## src/rtl/pacman_pkg.sv

```systemverilog
// Shared types and constants for the sprite motion scheduler.
// Optional feature macro: SPRITE_TUNNEL_WRAP_EN (horizontal wrap instead of clamp).
package pacman_pkg;

    // Direction encoding as it appears on the dir_req input bus.
    typedef enum logic [1:0] {
        UP    = 2'd0,
        DOWN  = 2'd1,
        LEFT  = 2'd2,
        RIGHT = 2'd3
    } dir_t;

    // Scheduler FSM states.
    typedef enum logic [1:0] {
        IDLE  = 2'd0,
        LOAD  = 2'd1,
        STORE = 2'd2,
        DONE  = 2'd3
    } state_t;

    // Default screen geometry and slot count.
    localparam int N_SPRITES_DEF   = 4;
    localparam int H_VISIBLE_DEF   = 640;
    localparam int V_VISIBLE_DEF   = 480;
    localparam int SPRITE_SIDE_DEF = 16;

    // Field widths of the per-slot buses.
    localparam int X_W   = 10;
    localparam int Y_W   = 9;
    localparam int SPD_W = 3;

endpackage

```

## src/rtl/sprite_step.sv

```systemverilog
// Combinational next-position calculator for one sprite slot.
// Uses one extra signed bit so a step past the left/top edge shows up as a
// negative value instead of wrapping around the field width.
// With SPRITE_TUNNEL_WRAP_EN defined, x wraps to the opposite edge; y always clamps.
module sprite_step
    import pacman_pkg::*;
#(
    parameter int H_VISIBLE   = H_VISIBLE_DEF,
    parameter int V_VISIBLE   = V_VISIBLE_DEF,
    parameter int SPRITE_SIDE = SPRITE_SIDE_DEF
) (
    input  logic [X_W-1:0]   cur_x,
    input  logic [Y_W-1:0]   cur_y,
    input  dir_t             dir,
    input  logic             move_en,
    input  logic [SPD_W-1:0] speed,
    output logic [X_W-1:0]   next_x,
    output logic [Y_W-1:0]   next_y
);

    localparam logic signed [X_W:0] X_HI = (X_W+1)'(H_VISIBLE - SPRITE_SIDE);
    localparam logic signed [Y_W:0] Y_HI = (Y_W+1)'(V_VISIBLE - SPRITE_SIDE);

    logic signed [X_W:0] sx;
    logic signed [Y_W:0] sy;
    logic signed [X_W:0] dx;
    logic signed [Y_W:0] dy;

    // Apply the step in signed arithmetic, then bring the result back into range.
    always_comb begin
        dx = $signed({{(X_W+1-SPD_W){1'b0}}, speed});
        dy = $signed({{(Y_W+1-SPD_W){1'b0}}, speed});
        sx = $signed({1'b0, cur_x});
        sy = $signed({1'b0, cur_y});
        // A zero speed adds zero, so it needs no special case.
        if (move_en) begin
            case (dir)
                UP:      sy = sy - dy;
                DOWN:    sy = sy + dy;
                LEFT:    sx = sx - dx;
                RIGHT:   sx = sx + dx;
                default: ;
            endcase
        end

`ifdef SPRITE_TUNNEL_WRAP_EN
        if (sx[X_W])        next_x = X_HI[X_W-1:0];
        else if (sx > X_HI) next_x = '0;
        else                next_x = sx[X_W-1:0];
`else
        if (sx[X_W])        next_x = '0;
        else if (sx > X_HI) next_x = X_HI[X_W-1:0];
        else                next_x = sx[X_W-1:0];
`endif

        if (sy[Y_W])        next_y = '0;
        else if (sy > Y_HI) next_y = Y_HI[Y_W-1:0];
        else                next_y = sy[Y_W-1:0];
    end

endmodule

```

## src/rtl/sprite_motion_sched.sv

```systemverilog
// Per-frame sprite position scheduler. On frame_stb it snapshots the move
// requests and walks every slot through LOAD/STORE, sharing one sprite_step.
// Handshake: frame_stb is a single-cycle request accepted only in IDLE; busy
// stays high from acceptance until upd_done has pulsed, and a frame_stb seen
// while busy is dropped and latched into the sticky overrun flag.
// fsm_state exposes the FSM for debug/observation.
// Optional feature macro: SPRITE_TUNNEL_WRAP_EN (see sprite_step).
module sprite_motion_sched
    import pacman_pkg::*;
#(
    parameter int N_SPRITES   = N_SPRITES_DEF,
    parameter int H_VISIBLE   = H_VISIBLE_DEF,
    parameter int V_VISIBLE   = V_VISIBLE_DEF,
    parameter int SPRITE_SIDE = SPRITE_SIDE_DEF
) (
    input  logic                       clk,
    input  logic                       rst,
    input  logic                       frame_stb,
    input  logic [N_SPRITES*2-1:0]     dir_req,
    input  logic [N_SPRITES-1:0]       move_en,
    input  logic [N_SPRITES*SPD_W-1:0] speed,
    input  logic                       clr_overrun,
    output logic [N_SPRITES*X_W-1:0]   pos_x,
    output logic [N_SPRITES*Y_W-1:0]   pos_y,
    output logic                       busy,
    output logic                       upd_done,
    output logic                       overrun,
    output logic [1:0]                 fsm_state
);

    localparam int IDX_W = (N_SPRITES > 1) ? $clog2(N_SPRITES) : 1;
    localparam logic [X_W-1:0]   X_HOME = X_W'((H_VISIBLE - SPRITE_SIDE) / 2);
    localparam logic [Y_W-1:0]   Y_HOME = Y_W'((V_VISIBLE - SPRITE_SIDE) / 2);
    localparam logic [IDX_W-1:0] IDX_LAST = IDX_W'(N_SPRITES - 1);

    state_t                     state;
    logic [IDX_W-1:0]           idx;
    logic [N_SPRITES*2-1:0]     dir_snap;
    logic [N_SPRITES-1:0]       en_snap;
    logic [N_SPRITES*SPD_W-1:0] spd_snap;
    logic [X_W-1:0]             x_mem [N_SPRITES];
    logic [Y_W-1:0]             y_mem [N_SPRITES];
    logic [X_W-1:0]             cur_x;
    logic [Y_W-1:0]             cur_y;
    dir_t                       cur_dir;
    logic                       cur_en;
    logic [SPD_W-1:0]           cur_spd;
    logic [X_W-1:0]             next_x;
    logic [Y_W-1:0]             next_y;

    // Select the snapshot fields of the slot currently being processed.
    always_comb begin
        cur_dir = dir_t'(dir_snap[idx*2 +: 2]);
        cur_en  = en_snap[idx];
        cur_spd = spd_snap[idx*SPD_W +: SPD_W];
    end

    sprite_step #(
        .H_VISIBLE   (H_VISIBLE),
        .V_VISIBLE   (V_VISIBLE),
        .SPRITE_SIDE (SPRITE_SIDE)
    ) u_step (
        .cur_x   (cur_x),
        .cur_y   (cur_y),
        .dir     (cur_dir),
        .move_en (cur_en),
        .speed   (cur_spd),
        .next_x  (next_x),
        .next_y  (next_y)
    );

    // Scheduler FSM, position store and status flags; rst overrides everything.
    always_ff @(posedge clk) begin
        if (rst) begin
            state    <= IDLE;
            idx      <= '0;
            busy     <= 1'b0;
            upd_done <= 1'b0;
            overrun  <= 1'b0;
            dir_snap <= '0;
            en_snap  <= '0;
            spd_snap <= '0;
            cur_x    <= X_HOME;
            cur_y    <= Y_HOME;
            for (int s = 0; s < N_SPRITES; s++) begin
                x_mem[s] <= X_HOME;
                y_mem[s] <= Y_HOME;
            end
        end else begin
            upd_done <= 1'b0;
            // A fresh overrun beats a simultaneous clear.
            if (frame_stb && state != IDLE) overrun <= 1'b1;
            else if (clr_overrun)           overrun <= 1'b0;

            case (state)
                IDLE: begin
                    if (frame_stb) begin
                        dir_snap <= dir_req;
                        en_snap  <= move_en;
                        spd_snap <= speed;
                        idx      <= '0;
                        busy     <= 1'b1;
                        state    <= LOAD;
                    end
                end
                LOAD: begin
                    cur_x <= x_mem[idx];
                    cur_y <= y_mem[idx];
                    state <= STORE;
                end
                STORE: begin
                    x_mem[idx] <= next_x;
                    y_mem[idx] <= next_y;
                    if (idx == IDX_LAST) begin
                        upd_done <= 1'b1;
                        state    <= DONE;
                    end else begin
                        idx   <= idx + 1'b1;
                        state <= LOAD;
                    end
                end
                DONE: begin
                    busy  <= 1'b0;
                    idx   <= '0;
                    state <= IDLE;
                end
                default: state <= IDLE;
            endcase
        end
    end

    assign fsm_state = state;

    // Flatten the per-slot position store onto the output buses.
    for (genvar g = 0; g < N_SPRITES; g++) begin : g_out
        assign pos_x[g*X_W +: X_W] = x_mem[g];
        assign pos_y[g*Y_W +: Y_W] = y_mem[g];
    end

endmodule

```

## config.mk

```make
export PLATFORM = sky130hd
export DESIGN_NAME = sprite_motion_sched
export DESIGN_NICKNAME = d
export VERILOG_FILES = /design/src/rtl/pacman_pkg.sv /design/src/rtl/sprite_step.sv /design/src/rtl/sprite_motion_sched.sv
export SDC_FILE = /design/constraint.sdc
export NUM_CORES = 1
export LEC_CHECK = 0
export ABC_AREA = 1
export CAP_MARGIN = 25
export CORE_UTILIZATION = 59
export DETAILED_ROUTE_END_ITERATION = 16
export GPL_ROUTABILITY_DRIVEN = 0
export PLACE_DENSITY = 0.87
export RECOVER_POWER = 100
export SYNTH_ARGS = -nofsm -noshare
export SYNTH_HDL_FRONTEND = slang
export SYNTH_SLANG_ARGS = --single-unit
export TNS_END_PERCENT = 100
```

## constraint.sdc

```tcl
create_clock -name clk -period 7.3 [get_ports clk]
set_clock_uncertainty 0.2 [all_clocks]
set_input_delay 2.19 -clock clk [delete_from_list [all_inputs] [get_ports clk]]
set_output_delay 2.19 -clock clk [all_outputs]
set_load 0.03 [all_outputs]
```

# Word level (Yosys, flattened, before mapping)
# Memories as Yosys holds them, arrays and structs flattened. A register that Yosys moved wholly into a read port is not among the register bits.
# Index checks and enable logic that the tools add are counted.
[totals]
elab_cells = 76
input_bits = 28
out_inout_bits = 81
mem_count = 2
reg_bits = 31
ram_bits = 76
[mem_list]
columns = ["memory", "depth", "width", "read_ports", "rd_ports_with_merged_regs", "write_ports", "line", "text"]
rows = [
  ["x_mem", 4, 10, 5, 1, 4, "sprite_motion_sched.sv:41", "logic [X_W-1:0] x_mem [N_SPRITES];"],
  ["y_mem", 4, 9, 5, 1, 4, "sprite_motion_sched.sv:42", "logic [Y_W-1:0] y_mem [N_SPRITES];"],
]
[classes]
n_lt_le_gt_ge = 3
n_addsub = 5
n_eq_ne = 9
bitwise_logic = 1
n_mul = 1
shift = 2
n_mux = 32
n_reduce_logical = 13
[ops]
columns = ["operator", "n"]
rows = [
  ["2-to-1 mux 10 bit", 4],
  ["2-to-1 mux 9 bit", 3],
  ["one-hot mux 11 bit (2 select lines)", 1],
  ["one-hot mux 10 bit (2 select lines)", 1],
  ["2-to-1 mux 1 bit", 12],
  ["2-to-1 mux 2 bit", 6],
  ["indexed part select 12 x 5 -> 3 bit", 1],
  ["adder 10 x 3 -> 11 bit", 1],
  ["> comparator 11 bit, second input constant", 1],
  ["2-to-1 mux 11 bit", 1],
  ["subtractor 10 x 3 -> 11 bit", 1],
  ["adder 9 x 3 -> 10 bit", 1],
  ["equality test 2 bit, second input constant", 5],
  ["> comparator 10 bit, second input constant", 1],
  ["OR reduction 10 bit", 1],
  ["subtractor 9 x 3 -> 10 bit", 1],
  ["OR reduction 9 bit", 1],
  ["one-hot mux 2 bit (4 select lines)", 1],
  ["indexed part select 8 x 4 -> 2 bit", 1],
  ["one-hot mux 2 bit (3 select lines)", 1],
  ["nonzero test 2 bit", 3],
  ["equality test 2 x 1 -> 1 bit, second input constant", 2],
  ["logical NOT 2 bit", 2],
  ["multiplier 2 x 2 -> 4 bit, second input constant", 1],
  ["other kinds (11)", 13],
]

# Longest topological paths before layout
[logic_depth]
word_depth = 9
depth_mapped = 27
mapped_depth_nobuf = 24

# By module
# A second synthesis with hierarchy kept.
[unflattened]
cells_unflattened = 957
area_unflattened_um2 = 7084.3
[modules_own_cells]
columns = ["mod", "cells_per_inst", "n_inst", "seq_area_each_um2", "area_each_um2"]
rows = [
  ["sprite_motion_sched", 635, 1, 3283.1, 5430.2],
  ["sprite_step", 322, 1, 0.0, 1654.1],
]

# Worst setup path after synthesis
# No wires, ideal clock.
[synth_timing]
path_kind = "input to register"
start = "input port rst"
end = "memory x_mem[2][0] (enable)"
cell_stages = 8
slack_ps = 2874
arrival_ps = 3850
required_ps = 6724
path_buffers = 1
setup_ps = 376
cell_sequence = "nor2_1 inv_1 nor2_1 inv_1 nor2_1 inv_1 clkbuf_1 nand2_1"
[synth_rtl]
columns = ["item", "line", "text"]
rows = [
  ["start: declaration", "sprite_motion_sched.sv:17", "input logic rst,"],
  ["end: declaration", "sprite_motion_sched.sv:41", ""],
]

==> impl_metrics.csv <==
group,metric,value,unit
outcome,status,"complete, no violations",
timing,rsz0062_at_grt,"false",
clock_network,postCtsHoldBufs,0,
worst_setup_path,cp.required,7150,ps
power,powerDensity,286,nW/µm²
worst_setup_path,cp-startpoint,"rst",
worst_setup_path,path_class,"input pin to register",
die,core_area,11400,µm²
synthesis,synth.distinct_cells,45,
final_layout,layout_common_cells,"nand2_1 (175), nor2_1 (127), inv_1 (86), dlygate4sd3_1 (83)",
die,dieHeight,110,µm
synthesis,ys.flop_type,"edfxtp_1",
clock_network,clock-sinks,126,
power,ir_drop,0.246,mV
placement,dp_hpwl,13.3,mm
worst_setup_path,reg2reg_slack,1220,ps
global_routing,antenna_found_initial,1,
synthesis,syn_avg_cell_area,8.17,µm²
clock_network,cts_tree,"built",
clock_network,htreeDepth,4,
synthesis,netlist_area,6890,µm²
synthesis,async_reset_ff_share,0,%
timing,clock.fmax,163,MHz
power,pwr-share-comb,30.7,%
detailed_routing,route.detailed.drc,0,
power,power_frac_clock,35.5,%
final_layout,syn2layout_area_growth,23.7,%
die,ios,109,
placement,port_buffers,108,
global_routing,grt_pass1_wl,31.1,mm
clock_network,clk_path_buf_depth,2,
detailed_routing,avgViaCountPerCell,5.96,
final_layout,nFillCells,783,
detailed_routing,via_count,6552,
die,core.rowCount,39,
synthesis,syn_nets,889,
timing,slew_violations,0,
power,seq_power_share,33.9,%
timing,period_needed,6150,ps
clock_network,numCtsBuffers,17,
min_path,hold_path_class,"register to register",
detailed_routing,routed_wl,20.0,mm
global_routing,grt_usage,34.7,%
global_routing,grt_overflow_total,0,
power,switchingPower,878,µW
clock_network,path_clk_slew,60,ps
worst_setup_path,crit_path_start_kind,"input pin",
worst_setup_path,r2r_start,"idx[1]",
detailed_routing,dr.pass1.iters,7,
clock_network,worstSkewPairLatency,430,ps
clock_network,post_cts_buffers,0,
job,max-cap-violations,0,
die,dieArea,12100,µm²
synthesis,yosys_register_bits,126,
timing,layout_setup_ws,1150,ps
detailed_routing,post_drt_wl_per_cell,18.2,µm
synthesis,synth-edff-count,76,
power,intPower,1.56,mW
timing,setup_viol,0,
min_path,hp-start,"dir_snap[5]",
final_layout,final_common_cell,"nand2_1",
synthesis,synthCells,844,
power,p_leak,3.55,nW
synthesis,yosysSeqAreaShare,47.6,%
die,start_util,60.4,%
worst_setup_path,arrival,6000,ps
timing,min_period_over_period,84.2,%
clock_network,cts_resized,0,
die,die_w,110,µm
clock_network,cts_root_buf,"clkbuf_16",
timing,hold_viol,0,
synthesis,yosysWarnings,0,
worst_setup_path,cp-end-kind,"register",
global_routing,grt_pass1_vias,6178,
power,p_sw_share,36.0,%
detailed_routing,ant_nets,0,
final_layout,drive_gt1_share,8.48,%
timing,worstMarginPinSlew,1350,ps
placement,place_ws,1310,ps
worst_setup_path,cp_max_fo,22,
timing,fin_tns_setup,0,ps
final_layout,nets,987,
timing,slew_headroom,9.25,%
detailed_routing,drt-initial-drc-count,740,
global_routing,grt_max_degree,54,
registers in the layout (all words and copies together), names as in the netlist, 4 cells and up:
| name | flops |
|---|---|
| x_mem | 40 |
| y_mem | 36 |
| spd_snap | 12 |
| cur_x | 10 |
| cur_y | 9 |
| dir_snap | 8 |
| en_snap | 4 |
path summary, 6_finish.rpt:
kind,endpoint,depth (start not counted)
min,dir_snap[5],2
min reg2reg,dir_snap[5],2
max reg2reg,y_mem[3][5],22
max,x_mem[0][4],9
through the flow:
stage | area (µm²) | cells | hold slack [ps] | utilization, % | power [mW]
6_report | 8530 | 1100 | 254 | 74.7 | 2.44
3_5_place_dp | 8020 | 1065 | 244 | 70.3 | 1.58
3_3_place_gp | 8010 | 1064 | 239 | 70.1 | 1.56
4_1_cts | 8620 | 1097 | 253 | 75.5 | 2.44
5_1_grt | 8520 | 1098 | 269 | 74.6 | 2.55
2_1_floorplan | 6890 | 844 | 229 | - | 1.41
critical path: stages:
cell and delay, ps:
dlygate4sd3_1 820, nor2_1 210, clkbuf_1 680, inv_1 130, nor2_1 170, inv_1 80
nor2_1 480, inv_1 400, nand2_1 820
cell type report:
| class | count | area (µm²) | share of cell area, % |
|---|---|---|---|
| Clock buffer | 19 | 443 | 5.19 |
| Multi-Input combinational cell | 590 | 2990 | 35.0 |
| Tap cell | 143 | 179 | 2.10 |
| Antenna cell | 2 | 5.00 | 0.0587 |
| Clock inverter | 13 | 155 | 1.82 |
| Sequential cell | 126 | 3280 | 38.5 |
| Timing Repair Buffer | 115 | 1120 | 13.1 |
| Inverter | 92 | 357 | 4.18 |
power by group through the flow:
stage | registers [mW] | logic [mW] | clock network [mW]
CTS | 0.824 | 0.757 | 0.860
finish | 0.824 | 0.748 | 0.863
global route | 0.828 | 0.829 | 0.893
floorplan | 0.855 | 0.556 | 0
detailed placement | 0.838 | 0.743 | 0
global placement | 0.838 | 0.726 | 0
layer usage:
layer	wire (µm)	track usage (%)	vias up	share of wire, %
met2	9480	57.6	468	47
met5	0	0	-	0
met3	2270	9.41	82	11
met1	7510	42.9	2986	38
li1	-	-	3016	-
met4	706	13.9	0	3.5
cells by family (layout without fill, tap and decap cells):
kind of cell,Yosys count,after routing,share of synthesized area (%)
simple gates,407,407,27.2
compound gates,160,160,13.0
buf+inv,128,239,8.09
flops,126,126,47.6
fa+ha+maj,17,17,3.30
xor+xnor,6,6,0.762
other cells,0,2,0
cell usage after synthesis (3+ instances only):
library cell	instances	area share (%)
nand2_1	174	9.5
nand2_4	5	0.82
or2_2	3	0.27
a221oi_1	4	0.51
nor3_1	5	0.36
xor2_1	3	0.38
nand3_2	13	1.9
a221o_1	4	0.58
nor2_1	125	6.8
nand2_2	16	1.5
a21oi_1	49	3.6
inv_1	86	4.7
nand3_1	49	3.6
nor2_2	5	0.45
buf_6	3	0.49
clkbuf_1	26	1.4
ha_1	15	2.7
nand4_1	3	0.27
a211o_1	4	0.51
buf_4	3	0.33
o21ai_0	76	5.5
o211ai_1	7	0.76
xnor2_1	3	0.38
dfxtp_1	50	15
edfxtp_1	76	33
o22ai_1	11	1.0
nand3_4	4	1.0
inv_2	3	0.16
Note: power is estimated with default switching activity, not from simulation.
